--- config.mk ---
export PLATFORM = sky130hd
export DESIGN_NAME = ms_wb_initiator
export DESIGN_NICKNAME = d
export VERILOG_FILES = /design/src/rtl/ms_wb_initiator.sv
export SDC_FILE = /design/constraint.sdc
export NUM_CORES = 1
export LEC_CHECK = 0
export CAP_MARGIN = 15
export CORE_UTILIZATION = 39
export CTS_BUF_LIST = sky130_fd_sc_hd__clkbuf_4 sky130_fd_sc_hd__clkbuf_8 sky130_fd_sc_hd__clkbuf_16
export DETAILED_ROUTE_END_ITERATION = 8
export GPL_TIMING_DRIVEN = 0
export PLACE_DENSITY = 0.81
export SLEW_MARGIN = 20
export SYNTH_ARGS = -nofsm -noshare
export SYNTH_HDL_FRONTEND = slang
export SYNTH_SLANG_ARGS = --single-unit
--- constraint.sdc ---
create_clock -name clk_i -period 4.3 [get_ports clk_i]
set_input_delay 0.86 -clock clk_i [delete_from_list [all_inputs] [get_ports clk_i]]
set_output_delay 0.86 -clock clk_i [all_outputs]
set_load 0.01 [all_outputs]
--- src/rtl/ms_wb_initiator.sv ---
// ms_wb_initiator: single-outstanding Wishbone classic bus master.
// Accepts one command on a valid/ready stream, runs one Wishbone cycle with
// an optional ack timeout, and returns the result on a valid/ready stream.
module ms_wb_initiator #(
    parameter int unsigned TIMEOUT  = 255,
    parameter logic [31:0] ERR_DATA = 32'hDEADBEEF
) (
    input  logic        clk_i,
    input  logic        rst_i,
    input  logic        cmd_valid,
    output logic        cmd_ready,
    input  logic        cmd_we,
    input  logic [31:0] cmd_adr,
    input  logic [31:0] cmd_dat,
    input  logic [3:0]  cmd_sel,
    output logic        rsp_valid,
    input  logic        rsp_ready,
    output logic [31:0] rsp_dat,
    output logic        rsp_err,
    output logic        busy,
    output logic        cyc_o,
    output logic        stb_o,
    output logic        we_o,
    output logic [31:0] adr_o,
    output logic [31:0] dat_o,
    output logic [3:0]  sel_o,
    input  logic        ack_i,
    input  logic [31:0] dat_i
);

    typedef enum logic [1:0] {
        IDLE,
        BUS,
        RESP
    } state_t;

    // Counter value seen in the last bus cycle before the timeout aborts.
    localparam logic [15:0] TMO_LAST = 16'(TIMEOUT - 1);

    state_t      state;
    state_t      state_nxt;
    logic [15:0] tmo_cnt;
    logic        tmo_hit;

    assign tmo_hit = (TIMEOUT != 0) && (tmo_cnt == TMO_LAST);
    assign stb_o   = cyc_o;

    // State register; reset drops the bus cycle immediately.
    always_ff @(posedge clk_i or posedge rst_i) begin
        if (rst_i) begin
            state <= IDLE;
        end else begin
            state <= state_nxt;
        end
    end

    // Next-state and handshake/strobe decode; ack wins over the timeout.
    always_comb begin
        state_nxt = state;
        cmd_ready = 1'b0;
        rsp_valid = 1'b0;
        cyc_o     = 1'b0;
        busy      = 1'b1;
        case (state)
            IDLE: begin
                busy      = 1'b0;
                cmd_ready = ~rst_i;
                if (cmd_valid && !rst_i) begin
                    state_nxt = BUS;
                end
            end
            BUS: begin
                cyc_o = 1'b1;
                if (ack_i || tmo_hit) begin
                    state_nxt = RESP;
                end
            end
            RESP: begin
                rsp_valid = 1'b1;
                if (rsp_ready) begin
                    state_nxt = IDLE;
                end
            end
            default: begin
                state_nxt = IDLE;
            end
        endcase
    end

    // Command capture, timeout counting and response capture.
    always_ff @(posedge clk_i or posedge rst_i) begin
        if (rst_i) begin
            we_o    <= 1'b0;
            adr_o   <= '0;
            dat_o   <= '0;
            sel_o   <= '0;
            rsp_dat <= '0;
            rsp_err <= 1'b0;
            tmo_cnt <= '0;
        end else begin
            case (state)
                IDLE: begin
                    if (cmd_valid) begin
                        we_o    <= cmd_we;
                        adr_o   <= cmd_adr;
                        dat_o   <= cmd_dat;
                        sel_o   <= cmd_sel;
                        tmo_cnt <= '0;
                    end
                end
                BUS: begin
                    if (ack_i) begin
                        rsp_dat <= we_o ? '0 : dat_i;
                        rsp_err <= 1'b0;
                    end else if (tmo_hit) begin
                        rsp_dat <= we_o ? '0 : ERR_DATA;
                        rsp_err <= 1'b1;
                    end else begin
                        tmo_cnt <= tmo_cnt + 16'd1;
                    end
                end
                default: begin
                end
            endcase
        end
    end

endmodule

# ---- After elaboration in Yosys (flattened, before gate mapping)
# Index checks and enable logic that the tools add are counted.
# W data, S select, Z words.
dict set report classes {
  n_addsub 1
  eq_ne 9
  muxes 18
  n_bitwise 1
  n_reduce_logical 10
}
# op count
set op_table {}
lappend op_table {{$mux W32} 4}
lappend op_table {{$mux W16} 3}
lappend op_table {{$pmux W16 S2} 1}
lappend op_table {{$add A16 B1 Y16 const B} 1}
lappend op_table {{$eq A16 B8 Y1 const B} 1}
lappend op_table {{$ne A2 B2 Y1 const B} 6}
lappend op_table {{$mux W1} 6}
lappend op_table {{$mux W2} 3}
lappend op_table {{$pmux W2 S3} 1}
lappend op_table {{$reduce_and A2 Y1} 2}
lappend op_table {{$reduce_and A4 Y1} 1}
lappend op_table {{$reduce_bool A2 Y1} 2}
lappend op_table {{$reduce_and A3 Y1} 1}
lappend op_table {{$eq A2 B1 Y1 const B} 1}
lappend op_table {{$eq A2 B2 Y1 const B} 1}
lappend op_table {{$logic_not A2 Y1} 1}
lappend op_table {{$logic_and A1 B1 Y1} 1}
lappend op_table {{$logic_not A1 Y1} 1}
lappend op_table {{$logic_or A1 B1 Y1} 1}
lappend op_table {{$not A1 Y1} 1}
dict set report word_totals {
  regBits 120
  input_bits 106
  out_inout_bits 107
  elab_cells 47
}

# ---- Depth between registers and ports, before layout
# Gate-level depths: netlist of run 1.
dict set report depth {
  word_depth 4
  ltp_mapped 8
  depth_no_buf 6
}

# ---- Worst setup path after synthesis of run 1
# Ideal clock, no wire load.
dict set report synth_timing {
  kind {input to register}
  startpoint {input port rst_i}
  endpoint {register state[0]}
  setup_time_ns 0.078
  t_arrival_ns 3.583
  t_required_ns 4.222
  setup_slack_ns 0.639
  stages 3
  path_buffers 0
  path_cell_list {inv_1 nand2_1 nand2_1}
}
dict set report synth_between {
  elab_chain_cells 4
}
# element line_no
set synth_rtl {}
lappend synth_rtl {{start: declaration} 9} ;# input logic rst_i,
lappend synth_rtl {{$logic_not A1 Y1 (no line)} --}
lappend synth_rtl {{$logic_and A1 B1 Y1} 68} ;# if (cmd_valid && !rst_i) begin
lappend synth_rtl {{$ne A2 B2 Y1 (no line)} --}
lappend synth_rtl {{$reduce_and A3 Y1 (no line)} --}
lappend synth_rtl {{end signal: assignment} 53} ;# state <= state_nxt;
lappend synth_rtl {{end: declaration} 40} ;# state_t state;
# Every way passes these cells.
# A chain may end at the register's enable or synchronous reset.

# ---- Final worst setup path of run 1
dict set report layout_timing {
  startpoint {register state[0]}
  endpoint {output port stb_o}
}
dict set report layout_between {
  elab_chain_cells 2
}
# element line_no
set layout_rtl {}
lappend layout_rtl {{$eq A2 B1 Y1} 64} ;# case (state)
lappend layout_rtl {{$mux W1} 64}
lappend layout_rtl {{end: declaration} 22} ;# output logic stb_o,
# Every way passes these cells.

==> results_dict.tcl, run 1 <==
set metrics [dict create \
    whs_ps 502 \
    die_h_um 118 \
    antenna_cells_inserted 0 \
    critPathLaunchType "flop" \
    area_growth_syn_to_layout_pct 56.8 \
    grt_use_total 0.211 \
    first_global_vias 4407 \
    route.detailed.vias_per_inst 5.04 \
    timing.rr.end "rsp_dat[16]" \
    worstReg2RegStart "tmo_cnt[0]" \
    adder_and_majority_gate_portion_of_the_synthesized_area 0.00476 \
    tightestPinTransition_ps 856 \
    synth_area_leaders "dfrtp_1, mux2_2, mux2_4" \
    timing.final.crit_share 0.713 \
    synth_top_family_by_area "multiplexers" \
    synth-async-reset-ratio 1.00 \
    hold_start "adr_o[12]" \
    tns_ps 0 \
    remaining_drc_errors 0 \
    top_achievable_clock_speed_mhz 326 \
    final_area_um2 8240 \
    hold_buf_count_cts 0 \
    yosys_warnings 0 \
    worstSetupPathType "reg2out" \
    num_rows 42 \
    drtIter0Drc 138 \
    setup_viol 0 \
    clk_latency_ps 420 \
    synth_top_cell_area_share 0.571 \
    drt_wl_total_um 14000 \
    p_leak_nw 3.51 \
    detail-route-antenna-nets 0 \
    post-synth-top-area-cell "dfrtp_1" \
    regToRegSetupSlack_ps 1480 \
    dp_hpwl_um 9850 \
    count_of_maximum_capacitance_violations 0 \
    irDropWorstVdd_mv 0.408 \
    drive_gt1_frac 0.210 \
    synth_seq_area_share 0.571 \
    critical_path.max_fanout 8 \
    clock_tree_from_tritoncts "yes" \
    required_time_of_the_critical_path_ps 3440 \
    worst_path_max_delay_cell "clkdlybuf4s50_1" \
    routed_wire_length_per_instance_um 16.9 \
    yosysMostFrequentCell "dfrtp_1" \
    io_buf_count 211 \
    maxSlewViolCount 0 \
    worst-endpoint-arrival_ps 2200 \
    netlist_instances 408 \
    layout_min_cycle_time_ps 3060 \
    path_clk_slew_ps 60 \
    met2WireLength_um 6620 \
    power_density_over_the_cells_nw_per_um2 605 \
    floorplan.core_area_um2 13200 \
    outcome "finished, final reports clean" \
    floorplan.initialDensity 0.398 \
    drt-pass1-iter-count 6 \
    yosys.area_share.xor_xnor 0 \
    fin_nets 747 \
    grt_start_max_net_pins 83 \
    globalRouteOverflowTotal 0 \
    skew_ps 10.4 \
    routed-wl-met3_um 1330 \
    timing.critical_path.slowest_cell_delay_ps 460 \
    grt_setup_unrepaired "false" \
    synth.cells.most_frequent "dfrtp_1, mux2_2, inv_1" \
    clock_tree.root_cell "clkbuf_16" \
    post_cts_resized 0 \
    dr_total_vias 4176 \
    cts_setup_buffers 0 \
    synth_edf_count 0 \
    htree_num_levels 4 \
    timing.max_slew.rel_slack 0.424 \
    p_total_w 0.00499 \
    ioPinCount 213 \
    cts_buffers 17 \
    antenna_found_initial 0 \
    fraction_of_the_mapped_netlist_area_in_compound_gates 0.0879 \
    synth_cell_type_count 40 \
    post_synth.cell_area_avg_um2 12.9 \
    instance_area_at_placement_um2 7620 \
    timing.critical_path.to_type "output port" \
    chipWidth_um 118 \
    worstPathCellList "nand2b_1 -> clkbuf_1 -> inv_2 -> buf_4 -> clkdlybuf4s50_1" \
    holdPathEnd "adr_o[12]" \
    floorplan.die_area_um2 13900 \
    synth-seq-cells 120 \
    clockBufferDepth 2 \
    clock-sinks 120 \
    yosys-mux-area-fraction 0.217 \
    netlist_area_um2 5260 \
    globalplace.congestion 0.891 \
    timing.hold.worst.class "reg2reg" \
    synth.net_count 516 \
    wl_met1_um 5700 \
    grt_first_pass_wirelength_um 22700 \
    hold_viol 0 \
    worst_hold_path.num_cells 1 \
    synth_ff_type "dfrtp_1" \
    reg2regPathDepth 8 \
    synth_simple_gate_area_share 0.0679 \
    dr.max_layer_used "met4" \
]
power by group:
| part | internal [W] | total (W) | switching (W) |
|---|---|---|---|
| Sequential | 0.00150 | 0.00172 | 0.000214 |
| Combinational | 0.00112 | 0.00180 | 0.000679 |
| Clock | 0.000953 | 0.00147 | 0.000518 |
| Total | 0.00358 | 0.00499 | 0.00141 |
per-stage QoR:
step | utilization | setup WS [ps] | cells
2_1_floorplan | - | 236 | 408
3_3_place_gp | 0.575 | -1350 | 795
3_5_place_dp | 0.578 | 1160 | 796
4_1_cts | 0.624 | 1250 | 828
5_1_grt | 0.625 | 1100 | 828
6_report | 0.625 | 1240 | 828
registers in the layout, summed over array words and instances (netlist names):
name,flops
we_o,1
state,2
tmo_cnt,16
sel_o,4
dat_o,32
rsp_dat,32
rsp_err,1
adr_o,32
per-layer routing:
| metal | track usage | vias to the layer above |
|---|---|---|
| met1 | 0.251 | 2017 |
| met4 | 0.0978 | 0 |
| met2 | 0.335 | 203 |
| li1 | - | 1927 |
| met5 | 0 | - |
| met3 | 0.0853 | 29 |
cell type report:
type | instances | area [um^2]
inverter | 32 | 125
fill | 1020 | 4950
tap | 176 | 220
buffer | 29 | 146
clock buffer | 21 | 468
timing repair buffer | 212 | 2140
clock inverter | 11 | 148
multi-input combinational | 227 | 1990
sequential | 120 | 3000
layout by cell type, fill, tap and decap left out, types with 5 or more instances in the layout:
master / n
a22o_1: 8
mux2_4: 20
and4_1: 5
o31ai_1: 11
nand2b_1: 6
clkbuf_16: 17
nand4_1: 11
o21ai_0: 12
clkdlybuf4s50_1: 211
inv_1: 30
nor2_1: 8
a21oi_1: 26
nand3_1: 8
mux2_2: 73
dfrtp_1: 120
clkbuf_1: 23
how the worst max path moves through the flow:
stage | endpoint | startpoint | depth (start not counted) | slack (ps)
after global placement | adr_o[15] | rst_i | 2 | -1350
after detailed placement | adr_o[2] | cmd_valid | 5 | 1160
after CTS | stb_o | state[0] | 5 | 1250
after floorplan | adr_o[0] | rst_i | 1 | 240
after global routing | stb_o | state[0] | 5 | 1100
final | stb_o | state[0] | 5 | 1240
cell families after synthesis:
family / Yosys count
AOI/OAI and AO/OA: 72
muxes: 95
buffers and inverters: 61
and+or+nand+nor: 58
adders and majority gates: 2
DFF: 120
critical path, delay by kind of cell (launching register included):
family	cells	cell delay [ps]
buffers and inverters	4	1280
DFF	1	420
and+or+nand+nor	1	90
(Power assumes the default switching activity.)
==> run 2, diff against run 1 <==
clock period = 2.8 ns   (was 4.3 ns; I/O delays follow)
==> run 2 against run 1 <==
Non-clock buffer count rose by 3. Worst hold slack got worse by 48 ps. Via count fell by 0.36%. Combinational power rose by 54%. Clock skew fell by 2.5 ps. Global-route usage rose by 0.12 points. Clock power rose by 51%. Utilization rose by 0.44 points. Critical path depth rose by 3. Highest routed layer unchanged. Sequential power rose by 53%.
==> results_dict.tcl, run 2 (synthesis results as in run 1) <==
set metrics [dict create \
    outcome "finished, final reports clean" \
    die_h_um 118 \
    area_growth_syn_to_layout_pct 57.9 \
    critPathLaunchType "flop" \
    required_time_of_the_critical_path_ps 3090 \
    worst-endpoint-arrival_ps 3030 \
    cts_buffers 17 \
    dp_hpwl_um 10300 \
    critical_path.max_fanout 6 \
    chipWidth_um 118 \
    globalRouteOverflowTotal 0 \
    final_common_cell "clkdlybuf4s50_1" \
    floorplan.die_area_um2 13900 \
    ioPinCount 213 \
    skew_ps 7.91 \
    io_buf_count 211 \
    tightestPinTransition_ps 671 \
    count_of_maximum_capacitance_violations 0 \
    irDropWorstVdd_mv 0.594 \
    p_leak_nw 3.54 \
    setup_viol 0 \
    first_global_vias 4515 \
    floorplan.core_area_um2 13200 \
    power_density_over_the_cells_nw_per_um2 920 \
    maxSlewViolCount 0 \
    fin_nets 750 \
    grt_first_pass_wirelength_um 23100 \
    layout_top_registers "adr_o x32, dat_o x32, rsp_dat x32" \
    dr_total_vias 4161 \
    num_rows 42 \
    finalCoreUtilization 0.629 \
    grt_use_total 0.213 \
    drive_gt1_frac 0.212 \
    top_achievable_clock_speed_mhz 365 \
    drtIter0Drc 132 \
    worstPathCellList "inv_1 -> ha_1 -> or4b_1 -> or4_1 -> buf_2 -> a21oi_4 -> buf_4 -> mux2_2" \
    placed_cells 799 \
    post_route_insts_no_fill 828 \
    instance_area_at_placement_um2 7680 \
    worst_path_max_delay_cell "or4_1" \
    antenna_found_initial 0 \
    globalplace.congestion 0.863 \
    regToRegSetupSlack_ps 60 \
    htree_num_levels 4 \
    grt_setup_unrepaired "true" \
    path_clk_slew_ps 50 \
    worstSetupPathType "reg2reg" \
    global_route.usage.met1 0.245 \
    timing.critical_path.to_type "flop" \
    timing.final.crit_share 0.978 \
    clock_tree_from_tritoncts "yes" \
    layout_common_cells "clkdlybuf4s50_1, dfrtp_1, mux2_2" \
    gr-max-usage-layer "met2" \
    clockBufferDepth 2 \
    clock_tree.root_cell "clkbuf_16" \
    layout_min_cycle_time_ps 2740 \
    grt_start_max_net_pins 34 \
    final_area_um2 8300 \
    worstReg2RegStart "tmo_cnt[0]" \
    global_route.usage.met2 0.354 \
    whs_ps 454 \
    antenna_cells_inserted 0 \
    drt-pass1-iter-count 4 \
    crit_path_start "tmo_cnt[0]" \
    clock-sinks 120 \
    detail-route-antenna-nets 0 \
    reg2regPathDepth 8 \
    route.detailed.vias_per_inst 5.03 \
    remaining_drc_errors 0 \
    floorplan.initialDensity 0.398 \
    clk_latency_ps 410 \
    routed_wire_length_per_instance_um 16.8 \
    timing.max_slew.rel_slack 0.551 \
    timing.critical_path.slowest_cell_delay_ps 540 \
    gr-usage-met3 0.0814 \
    timing.hold.worst.class "in2async" \
    hold_buf_count_cts 0 \
    drt_wl_total_um 13900 \
    hold_viol 0 \
]
[run 2: cell type report]
type                       instances  area (um^2)
tap                              176          220
buffer                            28          143
fill                            1008         4890
inverter                          32          124
timing repair buffer             216         2210
multi-input combinational        227         2000
sequential                       120         3000
clock inverter                     8          121
clock buffer                      21          480
[run 2: where the power goes]
group	internal [W]	leakage, nW	switching, W
Combinational	0.00173	1.78	0.00104
Sequential	0.00231	1.46	0.000333
Clock	0.00147	0.297	0.000743
Total	0.00552	3.54	0.00212
[run 2: metrics by stage]
step / setup WS (ps) / setup TNS [ps] / power, W
floorplan: 196 / 0 / 0.00384
global placement: -971 / -36090 / 0.00534
detailed placement: 50.6 / 0 / 0.00544
CTS: 13.4 / 0 / 0.00771
global route: -17.9 / -124 / 0.00800
finish: 61.2 / 0 / 0.00763
[run 2: routing by layer]
layer | vias up | share of wire
li1 | 1913 | -
met1 | 2036 | 0.39
met2 | 189 | 0.51
met3 | 23 | 0.079
met4 | 0 | 0.021
met5 | - | 0
[run 2: timing repair]
| action | CTS | global route |
|---|---|---|
| buffers inserted | 0 | 1 |
| endpoints found under the setup margin | 0 | 29 |
| resized for setup | 0 | 1 |
[run 2: critical path: cells and delay by family (launching register included)]
| family | cells | cell delay (ps) |
|---|---|---|
| buf+inv | 3 | 440 |
| compound gates | 1 | 220 |
| mux | 1 | 330 |
| fa+ha+maj | 1 | 140 |
| simple gates | 2 | 1060 |
| flops | 1 | 430 |
[run 2: worst paths after layout]
kind                               end
max in group asynchronous   rsp_dat[1]
setup / recovery           rsp_dat[28]
hold / removal               dat_o[29]
hold reg to reg             rsp_dat[8]
setup reg to reg           rsp_dat[28]
min in group clk_i          rsp_dat[8]
==> run 3, diff against run 2 <==
SLEW_MARGIN = not set   (was 20)
==> run 3 against run 2 <==
Sequential share of layout area rose by 0.29 points. First-iteration DRC count fell by 1.5%. Register-to-register slack improved by 80 ps. Cell count rose by 0.12%.
==> results_dict.tcl, run 3 (synthesis results as in run 1) <==
set metrics [dict create \
    outcome "finished, final reports clean" \
    routed_wire_length_per_instance_um 16.5 \
    first_global_vias 4454 \
    tightestPinTransition_ps 1010 \
    grt_use_total 0.209 \
    grt_setup_unrepaired "false" \
    worstSetupPathType "reg2reg" \
    timing.final.crit_share 0.950 \
    final_common_cell "clkdlybuf4s50_1" \
    worstReg2RegStart "tmo_cnt[0]" \
    layout_min_cycle_time_ps 2660 \
    whs_ps 504 \
    grt_start_max_net_pins 46 \
    tns_ps 0 \
    dp_hpwl_um 10200 \
    remaining_drc_errors 0 \
    drt_wl_total_um 13700 \
    cts_buffers 17 \
    drt-pass1-iter-count 4 \
    irDropWorstVdd_mv 0.597 \
    required_time_of_the_critical_path_ps 3090 \
    final_area_um2 8230 \
    floorplan.die_area_um2 13900 \
    worstPathCellList "inv_1 -> ha_1 -> or4b_4 -> or4_1 -> buf_2 -> a21oi_4 -> buf_12 -> mux2_4" \
    holdPathEnd "rsp_dat[14]" \
    timing.max_slew.rel_slack 0.325 \
    timing.critical_path.to_type "flop" \
    clockBufferDepth 2 \
    num_rows 42 \
    layout_top_registers "adr_o x32, dat_o x32, rsp_dat x32" \
    grt_first_pass_wirelength_um 22600 \
    detail-route-antenna-nets 0 \
    globalplace.congestion 0.863 \
    route.detailed.vias_per_inst 4.99 \
    setup_viol 0 \
    p_total_w 0.00747 \
    clock_tree.root_cell "clkbuf_16" \
    count_of_maximum_capacitance_violations 0 \
    floorplan.initialDensity 0.398 \
    hold_start "rsp_dat[14]" \
    path_buf_inv 3 \
    ioPinCount 213 \
    critical-path-top-delay-family "simple AND/OR/NAND/NOR gates" \
    top_achievable_clock_speed_mhz 376 \
    antenna_cells_inserted 0 \
    drive_gt1_frac 0.213 \
    worst_hold_path.num_cells 1 \
    globalRouteOverflowTotal 0 \
    critPathLaunchType "flop" \
    skew_ps 7.67 \
    worst-endpoint-arrival_ps 2950 \
    fillerInstances 1051 \
    timing.critical_path.slowest_cell_delay_ps 520 \
    die_h_um 118 \
    io_buf_count 211 \
    path_clk_slew_ps 50 \
    dr_total_vias 4136 \
    p_leak_nw 3.51 \
    hold_viol 0 \
    regToRegSetupSlack_ps 140 \
    reg2regPathDepth 8 \
    antenna_found_initial 0 \
    clock-sinks 120 \
    maxSlewViolCount 0 \
    area_growth_syn_to_layout_pct 56.7 \
    fin_nets 748 \
    finalCoreUtilization 0.624 \
    critical_path.max_fanout 10 \
    drtIter0Drc 130 \
    htree_num_levels 4 \
    chipWidth_um 118 \
    timing.hold.worst.class "reg2reg" \
    layout_common_cells "clkdlybuf4s50_1, dfrtp_1, mux2_2" \
    hold_buf_count_cts 0 \
    floorplan.core_area_um2 13200 \
    clk_latency_ps 410 \
    clock_tree_from_tritoncts "yes" \
    worst_path_max_delay_cell "or4_1" \
    instance_area_at_placement_um2 7630 \
    power_density_over_the_cells_nw_per_um2 907 \
    timing.rr.end "rsp_dat[25]" \
]
## run 3: cell count changes in the layout (fill, tap and decap cells not counted), sizes merged
cell / previous run / this run
clkbuf: 43 / 46
clkinvlp: 2 / 3
buf: 11 / 9
bufinv: 3 / 1
clkinv: 4 / 5
## run 3: worst max-delay path by stage
stage,startpoint,to,slack (ps),cells after the start
after floorplan,rst_i,state[0],200,3
after global placement,rst_i,state[0],-970,4
after detailed placement,cmd_valid,adr_o[23],30,5
after CTS,tmo_cnt[0],rsp_dat[1],50,8
after global routing,tmo_cnt[0],rsp_dat[24],10,8
final,tmo_cnt[0],rsp_dat[25],140,8
## run 3: power breakdown
group	leakage (nW)	internal, W	switching (W)
logic	1.76	0.00173	0.00104
registers	1.46	0.00231	0.000326
clock network	0.286	0.00133	0.000733
## run 3: routing by layer
layer / up-vias / global-route usage / share of wire
li1: 1920 / - / -
met1: 2009 / 0.232 / 0.38
met2: 180 / 0.354 / 0.51
met3: 27 / 0.0882 / 0.087
met4: 0 / 0.0769 / 0.022
met5: - / 0 / 0
## run 3: through the flow
step	cells	setup slack [ps]
3_5_place_dp	797	29.4
4_1_cts	829	52.6
2_1_floorplan	408	196
5_1_grt	829	14.4
6_report	829	140
3_3_place_gp	795	-971
## run 3: area by class of cell
type | instances | area (um^2) | share of cell area
tap | 176 | 220 | 0.0267
clock inverter | 8 | 70.1 | 0.00851
clock buffer | 24 | 503 | 0.0611
buffer | 28 | 143 | 0.0173
multi-input combinational | 227 | 2000 | 0.243
inverter | 32 | 124 | 0.0150
timing repair buffer | 214 | 2170 | 0.264
sequential | 120 | 3000 | 0.365
## run 3: repair_timing
item,in CTS,in global routing
buffers inserted,0,1
setup endpoints to repair,0,30
gates resized for setup,0,2
## run 3: worst reg2reg max path: stages, from the launching register on
cell     delay [ps]
dfrtp_1         420
inv_1            80
ha_1            130
or4b_4          480
or4_1           520
buf_2           170
a21oi_4         250
buf_12          190
mux2_4          300
